### config.mk
export PLATFORM = sky130hd
export DESIGN_NAME = pipeline_hazard_ctrl
export DESIGN_NICKNAME = d
export VERILOG_FILES = /design/src/rtl/pipeline_hazard_ctrl_pkg.sv /design/src/rtl/pipeline_hazard_ctrl_cmp4.sv /design/src/rtl/pipeline_hazard_ctrl.sv
export SDC_FILE = /design/constraint.sdc
export NUM_CORES = 1
export LEC_CHECK = 0
export CORE_ASPECT_RATIO = 0.8
export CORE_MARGIN = 2
export CORE_UTILIZATION = 44
export CTS_CLUSTER_SIZE = 10
export DETAILED_ROUTE_END_ITERATION = 6
export PLACE_DENSITY = 0.76
export SLEW_MARGIN = 5
export SYNTH_ARGS = -nofsm -noshare
export SYNTH_HDL_FRONTEND = slang
export SYNTH_SLANG_ARGS = --single-unit
### constraint.sdc
create_clock -name clk -period 1.5 [get_ports clk]
set_input_delay 0.225 -clock clk [delete_from_list [all_inputs] [get_ports clk]]
set_output_delay 0.225 -clock clk [all_outputs]
set_load 0.02 [all_outputs]
### src/rtl/pipeline_hazard_ctrl_pkg.sv
// Purpose: shared encodings for the hazard controller (FSM states, halt causes, source-flag positions).
// Latency: n/a (types and constants only).
// Backpressure: n/a.
package pipeline_hazard_ctrl_pkg;

  // Controller states; HALT is absorbing until reset.
  typedef enum logic [1:0] {
    ST_RUN      = 2'b00,
    ST_MEM_WAIT = 2'b01,
    ST_HALT     = 2'b10
  } state_t;

  // halt_cause codes
  localparam logic [1:0] CAUSE_NONE        = 2'b00;
  localparam logic [1:0] CAUSE_ALU_UNDEF   = 2'b01;
  localparam logic [1:0] CAUSE_MEM_UNDEF   = 2'b10;
  localparam logic [1:0] CAUSE_MEM_TIMEOUT = 2'b11;

  // Bit positions inside id_src_valid
  localparam int SRC_ALU_RN = 0;
  localparam int SRC_ALU_RM = 1;
  localparam int SRC_MEM_RN = 2;
  localparam int SRC_MEM_RD = 3;

  // Memory-wait counter width; wide enough for MEM_TIMEOUT up to 65535.
  localparam int WAIT_W = 16;

endpackage

### src/rtl/pipeline_hazard_ctrl_cmp4.sv
// Purpose: load-use detector; compares the four ID source indices against the EX load destination.
// Latency: purely combinational, same cycle.
// Backpressure: none; the result feeds the stall decision in the controller.
// Ports: alu_rn/alu_rm/mem_rn/mem_rd - ID source indices; src_valid - per-source use mask;
//        load - EX MEM-slot holds a load; load_rd - its destination; hit - load-use hazard.
module hazard_cmp4
  import pipeline_hazard_ctrl_pkg::*;
(
  input  logic [2:0] alu_rn,
  input  logic [2:0] alu_rm,
  input  logic [2:0] mem_rn,
  input  logic [2:0] mem_rd,
  input  logic [3:0] src_valid,
  input  logic       load,
  input  logic [2:0] load_rd,
  output logic       hit
);

  logic [3:0] match;

  // r0 is an ordinary register in this core, so index 0 is compared like any other.
  always_comb begin
    match             = 4'b0000;
    match[SRC_ALU_RN] = src_valid[SRC_ALU_RN] && (alu_rn == load_rd);
    match[SRC_ALU_RM] = src_valid[SRC_ALU_RM] && (alu_rm == load_rd);
    match[SRC_MEM_RN] = src_valid[SRC_MEM_RN] && (mem_rn == load_rd);
    match[SRC_MEM_RD] = src_valid[SRC_MEM_RD] && (mem_rd == load_rd);
  end

  assign hit = load && (|match);

endmodule

### src/rtl/pipeline_hazard_ctrl.sv
// Purpose: generates pipeline-register write enables, flush and bubble controls for the 2-slot VLIW core.
// Latency: hazard responses are combinational from registered state plus inputs; state moves on the next clk.
// Backpressure: mem_req without mem_ready freezes every stage until ready; a stuck memory halts after MEM_TIMEOUT.
// Ports:
//   clk, reset (async, active-low)
//   id_*            register indices and use flags of the bundle in ID
//   ex_*            load, control-transfer and undefined-instruction flags of the bundle in EX
//   mem_req/ready   data-memory handshake of the MEM stage
//   pcWrite, ifid_write, idex_write, exmem_write, ifid_flush, idex_bubble  pipeline controls
//   halted, halt_cause, stall_count  status
module pipeline_hazard_ctrl
  import pipeline_hazard_ctrl_pkg::*;
#(
  parameter int MEM_TIMEOUT = 255,
  parameter int CNT_W       = 16
) (
  input  logic             clk,
  input  logic             reset,
  input  logic [2:0]       id_alu_rn,
  input  logic [2:0]       id_alu_rm,
  input  logic [2:0]       id_mem_rn,
  input  logic [2:0]       id_mem_rd,
  input  logic [3:0]       id_src_valid,
  input  logic             ex_memRead,
  input  logic [2:0]       ex_mem_rd,
  input  logic             ex_branchTaken,
  input  logic             ex_isJump,
  input  logic             ex_alu_undef,
  input  logic             ex_mem_undef,
  input  logic             mem_req,
  input  logic             mem_ready,
  output logic             pcWrite,
  output logic             ifid_write,
  output logic             idex_write,
  output logic             exmem_write,
  output logic             ifid_flush,
  output logic             idex_bubble,
  output logic             halted,
  output logic [1:0]       halt_cause,
  output logic [CNT_W-1:0] stall_count
);

  // Last wait-counter value before timing out; the counter starts at 0 on entry,
  // so reaching this value with no ready means MEM_TIMEOUT wait cycles have elapsed.
  localparam logic [WAIT_W-1:0] WAIT_LAST = WAIT_W'(MEM_TIMEOUT - 1);

  state_t            state_q;
  state_t            state_d;
  logic [WAIT_W-1:0] wait_cnt_q;
  logic [CNT_W-1:0]  stall_cnt_q;
  logic              halted_q;
  logic [1:0]        cause_q;
  logic [1:0]        entry_cause;

  logic load_use;
  logic undef;
  logic mem_stall;
  logic xfer;

  hazard_cmp4 u_cmp (
    .alu_rn    (id_alu_rn),
    .alu_rm    (id_alu_rm),
    .mem_rn    (id_mem_rn),
    .mem_rd    (id_mem_rd),
    .src_valid (id_src_valid),
    .load      (ex_memRead),
    .load_rd   (ex_mem_rd),
    .hit       (load_use)
  );

  assign undef     = ex_alu_undef || ex_mem_undef;
  assign mem_stall = mem_req && !mem_ready;
  assign xfer      = ex_branchTaken || ex_isJump;

  // ---------------------------------------------------------------
  // State register plus the registered status it owns
  // ---------------------------------------------------------------
  always_ff @(posedge clk or negedge reset) begin
    if (!reset) begin
      state_q     <= ST_RUN;
      wait_cnt_q  <= '0;
      stall_cnt_q <= '0;
      halted_q    <= 1'b0;
      cause_q     <= CAUSE_NONE;
    end else begin
      state_q <= state_d;

      // Counter only runs while staying in MEM_WAIT; any other state holds it at 0,
      // which gives a clean count on every fresh entry.
      if (state_q == ST_MEM_WAIT && state_d == ST_MEM_WAIT) begin
        wait_cnt_q <= wait_cnt_q + 1'b1;
      end else begin
        wait_cnt_q <= '0;
      end

      if (state_q != ST_HALT && state_d == ST_HALT) begin
        halted_q <= 1'b1;
        cause_q  <= entry_cause;
      end

      // Saturating: stops at all-ones instead of wrapping.
      if (!pcWrite && state_q != ST_HALT && stall_cnt_q != {CNT_W{1'b1}}) begin
        stall_cnt_q <= stall_cnt_q + 1'b1;
      end
    end
  end

  // ---------------------------------------------------------------
  // Next-state logic
  // ---------------------------------------------------------------
  always_comb begin
    state_d     = state_q;
    entry_cause = CAUSE_NONE;
    case (state_q)
      ST_RUN: begin
        if (undef) begin
          state_d     = ST_HALT;
          // ALU slot wins when both slots are undefined.
          entry_cause = ex_alu_undef ? CAUSE_ALU_UNDEF : CAUSE_MEM_UNDEF;
        end else if (mem_stall) begin
          state_d = ST_MEM_WAIT;
        end
      end
      ST_MEM_WAIT: begin
        if (mem_ready) begin
          state_d = ST_RUN;
        end else if (wait_cnt_q == WAIT_LAST) begin
          state_d     = ST_HALT;
          entry_cause = CAUSE_MEM_TIMEOUT;
        end
      end
      ST_HALT: begin
        state_d = ST_HALT;
      end
      default: begin
        state_d = ST_RUN;
      end
    endcase
  end

  // ---------------------------------------------------------------
  // Output logic
  // ---------------------------------------------------------------
  always_comb begin
    // Safe defaults: nothing advances and ID/EX receives a bubble.
    pcWrite     = 1'b0;
    ifid_write  = 1'b0;
    idex_write  = 1'b0;
    exmem_write = 1'b0;
    ifid_flush  = 1'b0;
    idex_bubble = 1'b1;

    if (reset) begin
      case (state_q)
        ST_RUN: begin
          if (undef) begin
            // Keep defaults: freeze and bubble while the halt takes effect.
          end else if (mem_stall) begin
            idex_bubble = 1'b0;
          end else if (xfer) begin
            // Flush wins over load-use: the dependent instruction is being squashed anyway.
            pcWrite     = 1'b1;
            ifid_write  = 1'b1;
            idex_write  = 1'b1;
            exmem_write = 1'b1;
            ifid_flush  = 1'b1;
          end else if (load_use) begin
            // Hold IF/ID and PC, inject one bubble; the load moves on to MEM this edge.
            idex_write  = 1'b1;
            exmem_write = 1'b1;
          end else begin
            pcWrite     = 1'b1;
            ifid_write  = 1'b1;
            idex_write  = 1'b1;
            exmem_write = 1'b1;
            idex_bubble = 1'b0;
          end
        end
        ST_MEM_WAIT: begin
          idex_bubble = 1'b0;
        end
        default: begin
          // HALT and illegal encodings keep the frozen defaults.
        end
      endcase
    end
  end

  assign halted      = halted_q;
  assign halt_cause  = cause_q;
  assign stall_count = stall_cnt_q;

endmodule

== After elaboration in Yosys (flattened, before gate mapping) ==
Cells that the tools add are included.

* Word-level logic and storage cells: 66
* Register bits after elaboration: 37

* Add/subtract/negate cells: 2
* Equal/unequal tests: 11
* Reductions and logical operators: 16
* Muxes and demuxes: 32

{| class="wikitable"
|+ Operators by type and width
! cell !! number
|-
| 16-bit by 1-bit adder with 16-bit output (second input constant) || 2
|-
| 1-bit 2-to-1 mux || 20
|-
| 16-bit by 8-bit equality test with 1-bit output (second input constant) || 1
|-
| 16-bit 2-to-1 mux || 1
|-
| 2-bit 2-to-1 mux || 8
|-
| 16-bit != test (second input constant) || 1
|-
| 3-bit equality test || 4
|-
| 1-bit logical AND || 10
|-
| 2-bit case mux with 3 select lines || 1
|-
| 2-bit by 1-bit equality test with 1-bit output (second input constant) || 2
|-
| 2-bit equality test (second input constant) || 2
|-
| 2-bit case mux with 2 select lines || 1
|-
| 4-bit OR reduction || 1
|-
| 1-bit zero test || 2
|-
| 2-bit zero test || 1
|-
| 1-bit logical OR || 2
|-
| 2-bit != test (second input constant) || 1
|-
| 1-bit case mux with 2 select lines || 1
|}

== Depth between registers and ports, before layout ==
* Word-level depth: 13
* Depth in mapped cells: 9

== By module ==
Synthesis repeated with hierarchy kept, for this count alone.

* Cell total of the unflattened synthesis: 197
* Area total of the unflattened synthesis: 1985.7 sq um

{| class="wikitable"
|+ Modules (own cells, without submodules)
! module !! instances !! cells an instance !! area each (sq um)
|-
| pipeline_hazard_ctrl || 1 || 175 || 1825.5
|-
| hazard_cmp4 || 1 || 22 || 160.2
|}

== Least setup slack after synthesis ==
No wires, ideal clock.

* Path kind: register to output
* Start: reg state_q[0]
* End: out pcWrite
* Required time: 1.275 ns
* Path slack: -0.493 ns
* Arrival time: 1.768 ns
* Buffers on the path: 2
* Stages on the path, launching flop included: 5
* Cell sequence: dfrtp_1 clkbuf_1 nor3_1 o31a_1 buf_4

* Word-level cells in the longest chain between the ends: 3

{| class="wikitable"
|+ Ends and longest elaborated chain
! element !! line !! source
|-
| start: declaration || pipeline_hazard_ctrl.sv:47 || <nowiki>state_t state_q;</nowiki>
|-
| start signal: assignment || pipeline_hazard_ctrl.sv:86 || <nowiki>state_q <= state_d;</nowiki>
|-
| 2-bit zero test || - ||
|-
| 1-bit 2-to-1 mux (2 in series) || - ||
|-
| end: declaration || pipeline_hazard_ctrl.sv:32 || <nowiki>output logic pcWrite,</nowiki>
|}

Every way passes these cells.

== Final worst setup path ==
* Start: in ex_mem_undef
* End: out ifid_flush

* Word-level cells in the longest chain between the ends: 4

{| class="wikitable"
|+ Ends and longest elaborated chain
! element !! line !! source
|-
| start: declaration || pipeline_hazard_ctrl.sv:29 || <nowiki>input logic ex_mem_undef,</nowiki>
|-
| 1-bit logical OR || pipeline_hazard_ctrl.sv:71 || <nowiki>assign undef = ex_alu_undef || ex_mem_undef;</nowiki>
|-
| 1-bit 2-to-1 mux || pipeline_hazard_ctrl.sv:156 || <nowiki>if (undef) begin</nowiki>
|-
| 1-bit 2-to-1 mux || pipeline_hazard_ctrl.sv:154 || <nowiki>case (state_q)</nowiki>
|-
| 1-bit 2-to-1 mux || pipeline_hazard_ctrl.sv:153 || <nowiki>if (reset) begin</nowiki>
|-
| end: declaration || pipeline_hazard_ctrl.sv:36 || <nowiki>output logic ifid_flush,</nowiki>
|}

Every way passes these cells.

==> impl_summary.txt <==
----------------------------------------------------
[Setup path]
  Crit end category ... output pin
  Required time at the worst-slack endpoint ... 1.27 ns
  Data arrival, critical path ... 1.51 ns
  Register-to-register setup slack ... -0.19 ns
  Critical path start-end classification ... input port to output pin
  Critical Path Start Type ... input port
  Crit Path Max Fanout ... 4

[Floorplan]
  Core area ... 4283 sq um
  Floorplan die height ... 64.31 um
  Starting Density ... 46.71%
  Die Span X ... 79.39 um
  Core Rows ... 21
  Count of pins on the block boundary ... 53
  Die area ... 5106 sq um

[Clock tree]
  CTS clk-pin slew, worst paths ... 0.08 ns
  Clock tree from TritonCTS ... built
  Maximum level of the CTS H-tree ... 2
  Hold bufs inserted after CTS ... 0
  Number of clock sinks ... 37
  Number of buffers created by CTS ... 5
  Clock network latency to the later pin of the worst-skew pair ... 0.30 ns
  Clock root buffer ... clkbuf_8
  Clock tree buffer depth ... 2

[Detailed routing]
  Initial DRC Count ... 194
  Number of remaining DRC errors ... 0
  Routed len/inst ... 20.15 um
  1st-pass router iterations ... 4
  Total via count in the routed design ... 2220
  Vias/cell ... 5.678
  Total wirelength of the detailed-routed design ... 7.880 mm
  Remaining number of nets flagged by the antenna check after routing ... 0

[Global route]
  Total grt overflow ... 0
  Highest-utilization routing layer at the global route stage ... met2
  Largest net degree at the start of global routing ... 38
  Initial antenna violation count ... 0
  Met2 layer usage reported by global route ... 41.31%
  Global-route total usage across every layer ... 25.44%
  Met1 global-route usage ... 33.21%
  Wire length of the first global-routing pass ... 9.956 mm
  Via count of the first global-routing pass ... 2046
  Met3 track demand over resource ... 5.226%

[Logic synthesis]
  Main synth FF type ... dfrtp_1
  Unique masters post-synth ... 30
  Most numerous cell in the Yosys netlist ... dfrtp_1
  Yosys top cell area share ... 46.28%
  Mean Syn Cell Area ... 9.437 sq um
  Sequential fraction of the synthesis area ... 46.28%
  Fraction of registers with async set or reset after synthesis ... 100.0%
  Net count after synthesis ... 243
  Count of flip-flops with a built-in enable after synthesis ... 0
  Post-synthesis instance total ... 212
  Netlist area before placement ... 2001 sq um
  Total number of yosys warnings ... 0
  Cell types with the highest counts after synthesis ... dfrtp_1, nor2_1, xnor2_1, nand2_1, nand4_1
  Largest cells by area after synthesis ... dfrtp_1, xnor2_1, nor2_1, nand4_1, nand2_1
  Total of flip-flops plus latches after synthesis ... 37
  Biggest area consumer among synthesized cells ... dfrtp_1

[Timing]
  Clock period minus final worst setup slack ... 1.734 ns
  Post-Route Skew ... 0.008916 ns
  RSZ-0062 raised after global routing ... yes
  Slack of the critical path ... -0.2338 ns
  Number of endpoints failing setup at the final stage ... 37
  Final worst path period share ... 115.6%
  Measured slew at the worst slew-check pin ... 0.4772 ns
  Worst slew margin relative to its limit ... 68.19%
  Maximum frequency from static timing analysis ... 576.8 MHz
  Pins over their slew limit ... 0
  Hold Fails Final Rpt ... 0

[Finish]
  Total area of sequential cells ... 929.6 sq um
  Relative area change from synthesis to final layout ... 81.99%
  Final Net Count ... 364
  Number of antenna diodes ... 0
  Layout Cell Area excl Fill ... 3641 sq um
  Final Core Density ... 85.01%
  Fill cell total of the finished layout ... 199
  Share of post-route cells with drive strength above 1 ... 52.40%
  Area of combinational cells with multiple inputs ... 1461 sq um

[Pwr]
  Power density of the placed cells ... 579.2 nW/um^2
  Static leakage ... 0.001684 uW
  Peak supply drop ... 0.5909 mV
  Power, Total ... 2109 uW

[Place]
  Number of buffer cells added on primary ports ... 52
  HPWL after detailed placement ... 3.812 mm
  Global placer's final weighted congestion ... 0.8527
  Post-detailed-placement cell area ... 3047 sq um

[Status]
  Violated checks ... negative setup slack
  Outcome ... finished, violations left

[Flow run]
  Max-cap violations ... 0

[Worst hold path]
  HP Class ... input port to async pin

----------------------------------------------------
==> per-layer routing <==
metal / vias up / wire, um
li1: 968 / -
met1: 1124 / 3119
met2: 90 / 3986
met3: 38 / 380
met4: 0 / 393
met5: - / 0
==> final timing paths <==
path,startpoint,end,cells after the start
worst max-delay path,ex_mem_undef,ifid_flush,5
worst min-delay path,reset,halted$_DFFE_PN0P_,3
worst max register to register,stall_count[8]$_DFFE_PN0P_,stall_count[12]$_DFFE_PN0P_,7
worst min register to register,halted$_DFFE_PN0P_,halted$_DFFE_PN0P_,1
max in group asynchronous,reset,stall_count[0]$_DFFE_PN0P_,3
min in group clk,mem_ready,state_q[0]$_DFF_PN0_,3
==> what timing repair did <==
action,CTS,global route
buffers inserted,6,5
pin swaps,32,35
endpoints found under the setup margin,41,43
hold endpoints to repair,0,0
gates cloned,0,2
resized for setup,156,69
==> state kept, by name (all words and copies together), names as in the netlist <==
signal,cells
wait_cnt_q,16
state_q,2
stall_count,16
halt_cause,2
halted,1
==> final cells by class <==
cell class | instances | area share [%]
well taps | 57 | 1.959
inverters | 4 | 0.4124
flip-flops and latches | 37 | 25.53
multi-input cells | 162 | 40.14
clock buffers | 8 | 2.474
repair buffers | 123 | 29.48
==> where the power goes <==
part	total (uW)	internal, uW	leakage (uW)	switching (uW)
clock network	755	375	0.0000455	379
logic	329	173	0.00113	156
registers	1030	1010	0.000505	13.0
==> per-stage QoR <==
| step | std cells | setup slack (ns) | TNS [ns] | hold slack [ns] |
|---|---|---|---|---|
| floorplan | 212 | -0.1174 | -0.8531 | -0.07059 |
| global placement | 370 | -1.038 | -15.21 | 0.4490 |
| detailed placement | 370 | -1.110 | -16.90 | 0.4415 |
| CTS | 384 | -0.07010 | -0.3172 | 0.1538 |
| global route | 391 | -0.2867 | -5.935 | 0.1954 |
| finish | 391 | -0.2338 | -3.224 | 0.1691 |
==> cells by family (layout without fill, tap and decap cells) <==
family	Yosys count	in the layout	synth area share, %
adder cells (fa/ha/maj)	3	3	1.876
flip-flops	37	37	46.28
AND/OR/NAND/NOR	99	99	23.58
XOR/XNOR	38	38	16.64
buffers and inverters	13	135	4.315
multiplexers	1	1	0.5628
AO/OA/AOI/OAI	21	21	6.754
==> critical path: stages <==
cell	delay [ns]
dlygate4sd2_1	0.27
nor2_4	0.19
nand3_4	0.12
nor4_1	0.42
buf_2	0.28
==> cells in the final DEF, fill, tap and decap left out, types with 9 or more instances in the layout <==
cell            n
buf_2           9
buf_4          67
buf_6          10
dfrtp_1        34
dlygate4sd2_1  26
nand2_1        13
nand4_1        14
nor2_1         11
nor2_4         14
xnor2_1        16
xnor2_2        11
(Power assumes the default switching activity.)
